<file path="src/rtl/dco_code_sequencer.sv">
// DCO code sequencer: handles config handshakes, sleep/wake sequencing, one-LSB ramping
// toward a target code, row/column thermometer select generation and first-order dither.
module dco_code_sequencer #(
  parameter int COL_BITS      = 14,
  parameter int ROW_BITS      = 16,
  parameter int CODE_BITS     = 8,
  parameter int FRAC_BITS     = 4,
  parameter int STEP_INTERVAL = 8,
  parameter int WAKE_CYCLES   = 32
) (
  input  logic                 clock,
  input  logic                 reset_n,
  input  logic                 cfg_valid,
  output logic                 cfg_ready,
  input  logic [CODE_BITS-1:0] cfg_code,
  input  logic [FRAC_BITS-1:0] cfg_frac,
  input  logic [7:0]           cfg_regulator,
  input  logic                 cfg_sleep,
  output logic [COL_BITS-1:0]  col_sel_b,
  output logic [ROW_BITS-1:0]  row_sel_b,
  output logic [7:0]           code_regulator,
  output logic                 dither,
  output logic                 sleep_b,
  output logic                 busy,
  output logic                 settled
);
  // state   | meaning
  // S_SLEEP | DCO asleep, selects all ones, accepts config
  // S_WAKE  | sleep_b released, code 0, waiting WAKE_CYCLES
  // S_RAMP  | stepping current code toward target every STEP_INTERVAL cycles
  // S_HOLD  | current == target, accepts config

  localparam int MAX_CODE = ROW_BITS * COL_BITS - 1;
  localparam int ROW_W    = $clog2(ROW_BITS);
  localparam int COL_W    = $clog2(COL_BITS);
  localparam int WAKE_W   = $clog2(WAKE_CYCLES + 1);
  localparam int STEP_W   = $clog2(STEP_INTERVAL + 1);
  localparam logic [CODE_BITS-1:0] MAX_CODE_C = CODE_BITS'(MAX_CODE);
  localparam logic [COL_W-1:0]     COL_LAST   = COL_W'(COL_BITS - 1);

  typedef enum logic [1:0] {S_SLEEP, S_WAKE, S_RAMP, S_HOLD} state_t;

  state_t                 state;
  logic [ROW_W-1:0]       row_q;
  logic [COL_W-1:0]       col_q;
  logic [CODE_BITS-1:0]   lin_q;
  logic [CODE_BITS-1:0]   tgt_q;
  logic [FRAC_BITS-1:0]   frac_q;
  logic [FRAC_BITS-1:0]   acc_q;
  logic [WAKE_W-1:0]      wake_cnt;
  logic [STEP_W-1:0]      step_cnt;

  logic                   accept;
  logic [CODE_BITS-1:0]   code_clamped;
  logic [FRAC_BITS:0]     acc_sum;
  logic [ROW_W-1:0]       row_up, row_dn;
  logic [COL_W-1:0]       col_up, col_dn;

  function automatic logic [ROW_BITS-1:0] row_therm_b(input logic [ROW_W-1:0] r);
    logic [ROW_BITS-1:0] v;
    for (int i = 0; i < ROW_BITS; i++) v[i] = (i > int'(r));
    return v;
  endfunction

  function automatic logic [COL_BITS-1:0] col_therm_b(input logic [COL_W-1:0] c);
    logic [COL_BITS-1:0] v;
    for (int j = 0; j < COL_BITS; j++) v[j] = (j > int'(c));
    return v;
  endfunction

  assign accept       = cfg_valid && cfg_ready;
  assign code_clamped = (cfg_code > MAX_CODE_C) ? MAX_CODE_C : cfg_code;
  assign acc_sum      = {1'b0, acc_q} + {1'b0, frac_q};

  // Row/column neighbours of the current code; the linear counter only feeds the compare.
  always_comb begin
    row_up = row_q;
    col_up = col_q + 1'b1;
    if (col_q == COL_LAST) begin
      row_up = row_q + 1'b1;
      col_up = '0;
    end
    row_dn = row_q;
    col_dn = col_q - 1'b1;
    if (col_q == '0) begin
      row_dn = row_q - 1'b1;
      col_dn = COL_LAST;
    end
  end

  always_ff @(posedge clock or negedge reset_n) begin
    if (!reset_n) begin
      state          <= S_SLEEP;
      row_q          <= '0;
      col_q          <= '0;
      lin_q          <= '0;
      tgt_q          <= '0;
      frac_q         <= '0;
      acc_q          <= '0;
      wake_cnt       <= '0;
      step_cnt       <= '0;
      cfg_ready      <= 1'b1;
      col_sel_b      <= '1;
      row_sel_b      <= '1;
      code_regulator <= '0;
      dither         <= 1'b0;
      sleep_b        <= 1'b0;
      busy           <= 1'b0;
      settled        <= 1'b0;
    end else begin
      case (state)
        S_SLEEP: begin
          if (accept) begin
            code_regulator <= cfg_regulator;
            frac_q         <= cfg_frac;
            if (!cfg_sleep) begin
              tgt_q     <= code_clamped;
              state     <= S_WAKE;
              wake_cnt  <= WAKE_W'(WAKE_CYCLES);
              sleep_b   <= 1'b1;
              cfg_ready <= 1'b0;
              busy      <= 1'b1;
              row_sel_b <= row_therm_b(row_q);
              col_sel_b <= col_therm_b(col_q);
            end
          end
        end
        S_WAKE: begin
          if (wake_cnt == WAKE_W'(1)) begin
            state    <= S_RAMP;
            step_cnt <= STEP_W'(STEP_INTERVAL);
          end else begin
            wake_cnt <= wake_cnt - 1'b1;
          end
        end
        S_RAMP: begin
          acc_q  <= acc_sum[FRAC_BITS-1:0];
          dither <= acc_sum[FRAC_BITS];
          if (lin_q == tgt_q) begin
            state     <= S_HOLD;
            busy      <= 1'b0;
            settled   <= 1'b1;
            cfg_ready <= 1'b1;
          end else if (step_cnt == STEP_W'(1)) begin
            step_cnt <= STEP_W'(STEP_INTERVAL);
            if (lin_q < tgt_q) begin
              row_q     <= row_up;
              col_q     <= col_up;
              lin_q     <= lin_q + 1'b1;
              row_sel_b <= row_therm_b(row_up);
              col_sel_b <= col_therm_b(col_up);
            end else begin
              row_q     <= row_dn;
              col_q     <= col_dn;
              lin_q     <= lin_q - 1'b1;
              row_sel_b <= row_therm_b(row_dn);
              col_sel_b <= col_therm_b(col_dn);
            end
          end else begin
            step_cnt <= step_cnt - 1'b1;
          end
        end
        S_HOLD: begin
          if (accept && cfg_sleep) begin
            // Target is kept; the next wake restarts the ramp from code 0.
            state          <= S_SLEEP;
            code_regulator <= cfg_regulator;
            frac_q         <= cfg_frac;
            row_q          <= '0;
            col_q          <= '0;
            lin_q          <= '0;
            acc_q          <= '0;
            dither         <= 1'b0;
            sleep_b        <= 1'b0;
            settled        <= 1'b0;
            row_sel_b      <= '1;
            col_sel_b      <= '1;
          end else begin
            acc_q  <= acc_sum[FRAC_BITS-1:0];
            dither <= acc_sum[FRAC_BITS];
            if (accept) begin
              code_regulator <= cfg_regulator;
              frac_q         <= cfg_frac;
              if (code_clamped != tgt_q) begin
                tgt_q     <= code_clamped;
                state     <= S_RAMP;
                step_cnt  <= STEP_W'(STEP_INTERVAL);
                settled   <= 1'b0;
                busy      <= 1'b1;
                cfg_ready <= 1'b0;
              end
            end
          end
        end
        default: state <= S_SLEEP;
      endcase
    end
  end

endmodule

</file>
<file path="config.mk">
export PLATFORM = sky130hd
export DESIGN_NAME = dco_code_sequencer
export DESIGN_NICKNAME = d
export VERILOG_FILES = /design/src/rtl/dco_code_sequencer.sv
export SDC_FILE = /design/constraint.sdc
export NUM_CORES = 1
export LEC_CHECK = 0
export ABC_AREA = 1
export BUFFER_PORTS_ARGS = -buffer_cell sky130_fd_sc_hd__buf_2
export CAP_MARGIN = 30
export CORE_UTILIZATION = 50
export CTS_CLUSTER_DIAMETER = 150
export DETAILED_ROUTE_END_ITERATION = 10
export GPL_TIMING_DRIVEN = 0
export PLACE_DENSITY = 0.72
export SYNTH_ARGS = -nofsm -noshare
export SYNTH_HDL_FRONTEND = slang
export SYNTH_SLANG_ARGS = --single-unit
</file>
<file path="constraint.sdc">
create_clock -name clock -period 2.8 [get_ports clock]
set_clock_uncertainty 0.15 [all_clocks]
set_input_delay 0.56 -clock clock [delete_from_list [all_inputs] [get_ports clock]]
set_output_delay 0.56 -clock clock [all_outputs]
set_load 0.01 [all_outputs]
</file>
==> impl_metrics.env <==
export IMPL_slew_viol_final=0
export IMPL_crit_type="flop to flop"
export IMPL_htreeDepth=3
export IMPL_clock_sinks=86
export IMPL_dieArea_mm2=0.0127
export IMPL_grtUsageTotal_pct=26.1
export IMPL_synth_area_leaders="dfrtp_1 (23%), dfstp_2 (13%), nand2_1 (13%)"
export IMPL_syn_area_mm2=0.00610
export IMPL_grt_pass1_vias=5436
export IMPL_drt_iter0_markers=332
export IMPL_yosys_warnings=0
export IMPL_clock_latency_ns=0.36
export IMPL_async_reset_ff_share_pct=100
export IMPL_numCtsBuffers=9
export IMPL_final_layout_size_suffix_gt1_share_pct=24.8
export IMPL_core_area_mm2=0.0117
export IMPL_yosysUniqueCellTypes=52
export IMPL_drt_total_wl_um=15600
export IMPL_fin_crit_sh_pct=93.6
export IMPL_critPathLaunchType="flop"
export IMPL_cts_root_buffer="clkbuf_16"
export IMPL_synth_ff_type="dfrtp_1"
export IMPL_fp_dieW_um=112
export IMPL_maxCapViolCount=0
export IMPL_synth_seq_area_share_pct=35.9
export IMPL_first_pass_iters=5
export IMPL_cts_buffer_depth=2
export IMPL_hold_ws_ns=0.281
export IMPL_yosysTopAreaCellShare_pct=23.0
export IMPL_grt_ovfl_total=0
export IMPL_syn_instance_count=819
export IMPL_worstMarginPinSlew_ns=0.661
export IMPL_hold_path_class="primary input to flop"
export IMPL_vias_per_cell=5.40
export IMPL_mostFrequentLayoutCell="nand2_1"
export IMPL_place_inst=1029
export IMPL_antenna_found_initial=0
export IMPL_ant_nets=0
export IMPL_gp_congestion=0.940
export IMPL_rows=39
export IMPL_cp_arrival_ns=2.70
export IMPL_ioPinCount=67
export IMPL_outcome="finished clean"
export IMPL_yosysTopAreaCell="dfrtp_1"
export IMPL_path_max_fanout=10
export IMPL_grt_max_degree=61
export IMPL_ys_seq_elements=86
export IMPL_wl_per_cell_um=14.9
export IMPL_layout_common_cells="nand2_1 (202), nor2_1 (79), buf_2 (77)"
export IMPL_slew_headroom_pct=55.9
export IMPL_final_util_pct=60.7
export IMPL_area_growth_pct=15.9
export IMPL_setup_viol=0
export IMPL_hold_violations=0
export IMPL_period_minus_slack_ns=2.62
export IMPL_drc=0
export IMPL_grt_pass1_wl_um=26300
export IMPL_vias=5663
export IMPL_start_util_pct=52.3
export IMPL_stdcell_count=1049
export IMPL_finalNetCount=961
export IMPL_cts_tree="done"
export IMPL_crit_required_ns=2.88
export IMPL_synth_edf_count=0
export IMPL_antenna_cells=0
export IMPL_fmax_ghz=0.381
export IMPL_clk_pin_slew_worst_paths_ns=0.07
export IMPL_syn_area_per_cell_um2=7.45
export IMPL_synth_nets=879
export IMPL_die_h_um=112
export IMPL_dp_hpwl_um=11400
export IMPL_end_kind="flop"
export IMPL_portBuffers=66
-- registers in the layout (all words and copies together), names as in the netlist, 2 cells and up --
signal / cells
col_sel_b: 14
acc_q: 4
col_q: 4
code_regulator: 8
step_cnt: 4
wake_cnt: 6
frac_q: 4
row_q: 4
state: 2
lin_q: 8
tgt_q: 8
row_sel_b: 15
-- synth_stat cells, types with 6 or more instances --
master,number
a21oi_1,55
inv_1,78
nor2_2,10
nand2_4,7
o21ai_0,39
nor2_1,79
o21ai_1,11
nand2_2,10
o22ai_1,9
dfrtp_1,56
dfstp_2,30
buf_2,14
mux2_2,12
ha_1,34
nand3_1,64
nand2_1,205
inv_2,15
buf_4,6
xnor2_1,8
nand4_1,20
-- path summary, 6_finish.rpt --
check                                          to  slack, ns  cells after the start              from
worst max-delay path                     lin_q[6]       0.18                     15          lin_q[7]
worst min-delay path            code_regulator[0]       0.28                      2  cfg_regulator[0]
worst max register to register           lin_q[6]       0.18                     15          lin_q[7]
worst min register to register               busy       0.33                      2              busy
max in group asynchronous               cfg_ready       1.32                      3           reset_n
min in group asynchronous                  dither       0.52                      2           reset_n
-- per-layer routing --
metal,wire [µm],track usage (%)
met5,0,0
met4,428,11.8
met3,889,3.56
met2,7070,41.6
met1,7240,35.4
-- cells by family (layout without fill, tap and decap cells) --
family,after synthesis,after routing,share of synthesized area (%)
AO/OA/AOI/OAI,130,130,11.6
flip-flops,86,86,35.9
XOR/XNOR,12,12,1.72
multiplexers,12,12,2.21
buffers and inverters,123,209,8.67
adder cells (fa/ha/maj),36,36,7.62
AND/OR/NAND/NOR,420,421,32.3
-- final cells by class --
type	count	area, µm²
Fill cell	1141	4590
Multi-Input combinational cell	611	3480
Sequential cell	86	2190
Timing Repair Buffer	71	393
Inverter	97	368
Clock buffer	9	225
Tap cell	143	179
Buffer	25	165
Clock inverter	7	78.8
-- worst max-delay path, stage by stage, from the launching register on --
cell and delay [ns]:
dfrtp_2 0.44, ha_1 0.33, nand2_2 0.11, inv_2 0.03, nand2_1 0.06, nand3_2 0.11
a21oi_4 0.18, buf_6 0.18, fa_1 0.21, nand3b_1 0.11, nand2_1 0.09, a21o_1 0.18
a21oi_2 0.14, nand2_1 0.06, nand2_1 0.05, o21ai_0 0.07
-- stage by stage --
step	cell area, µm²	setup slack [ns]	TNS, ns
floorplan	6100	0.0882	0
CTS	7010	0.0306	0
finish	7080	0.178	0
detailed placement	6640	-0.361	-1.11
global placement	6610	-0.347	-1.03
global route	7080	-0.0158	-0.0158
-- what timing repair did --
item,in CTS,in global routing
endpoints found under the hold margin,3,0
cloned,0,1
hold buffers,1,0
pin swaps,0,2
gates resized for setup,7,11
setup buffers,1,2
setup endpoints to repair,5,3
Power is not shown: default switching activity piles up to over one toggle a cycle in this logic, so the estimate is an artifact.
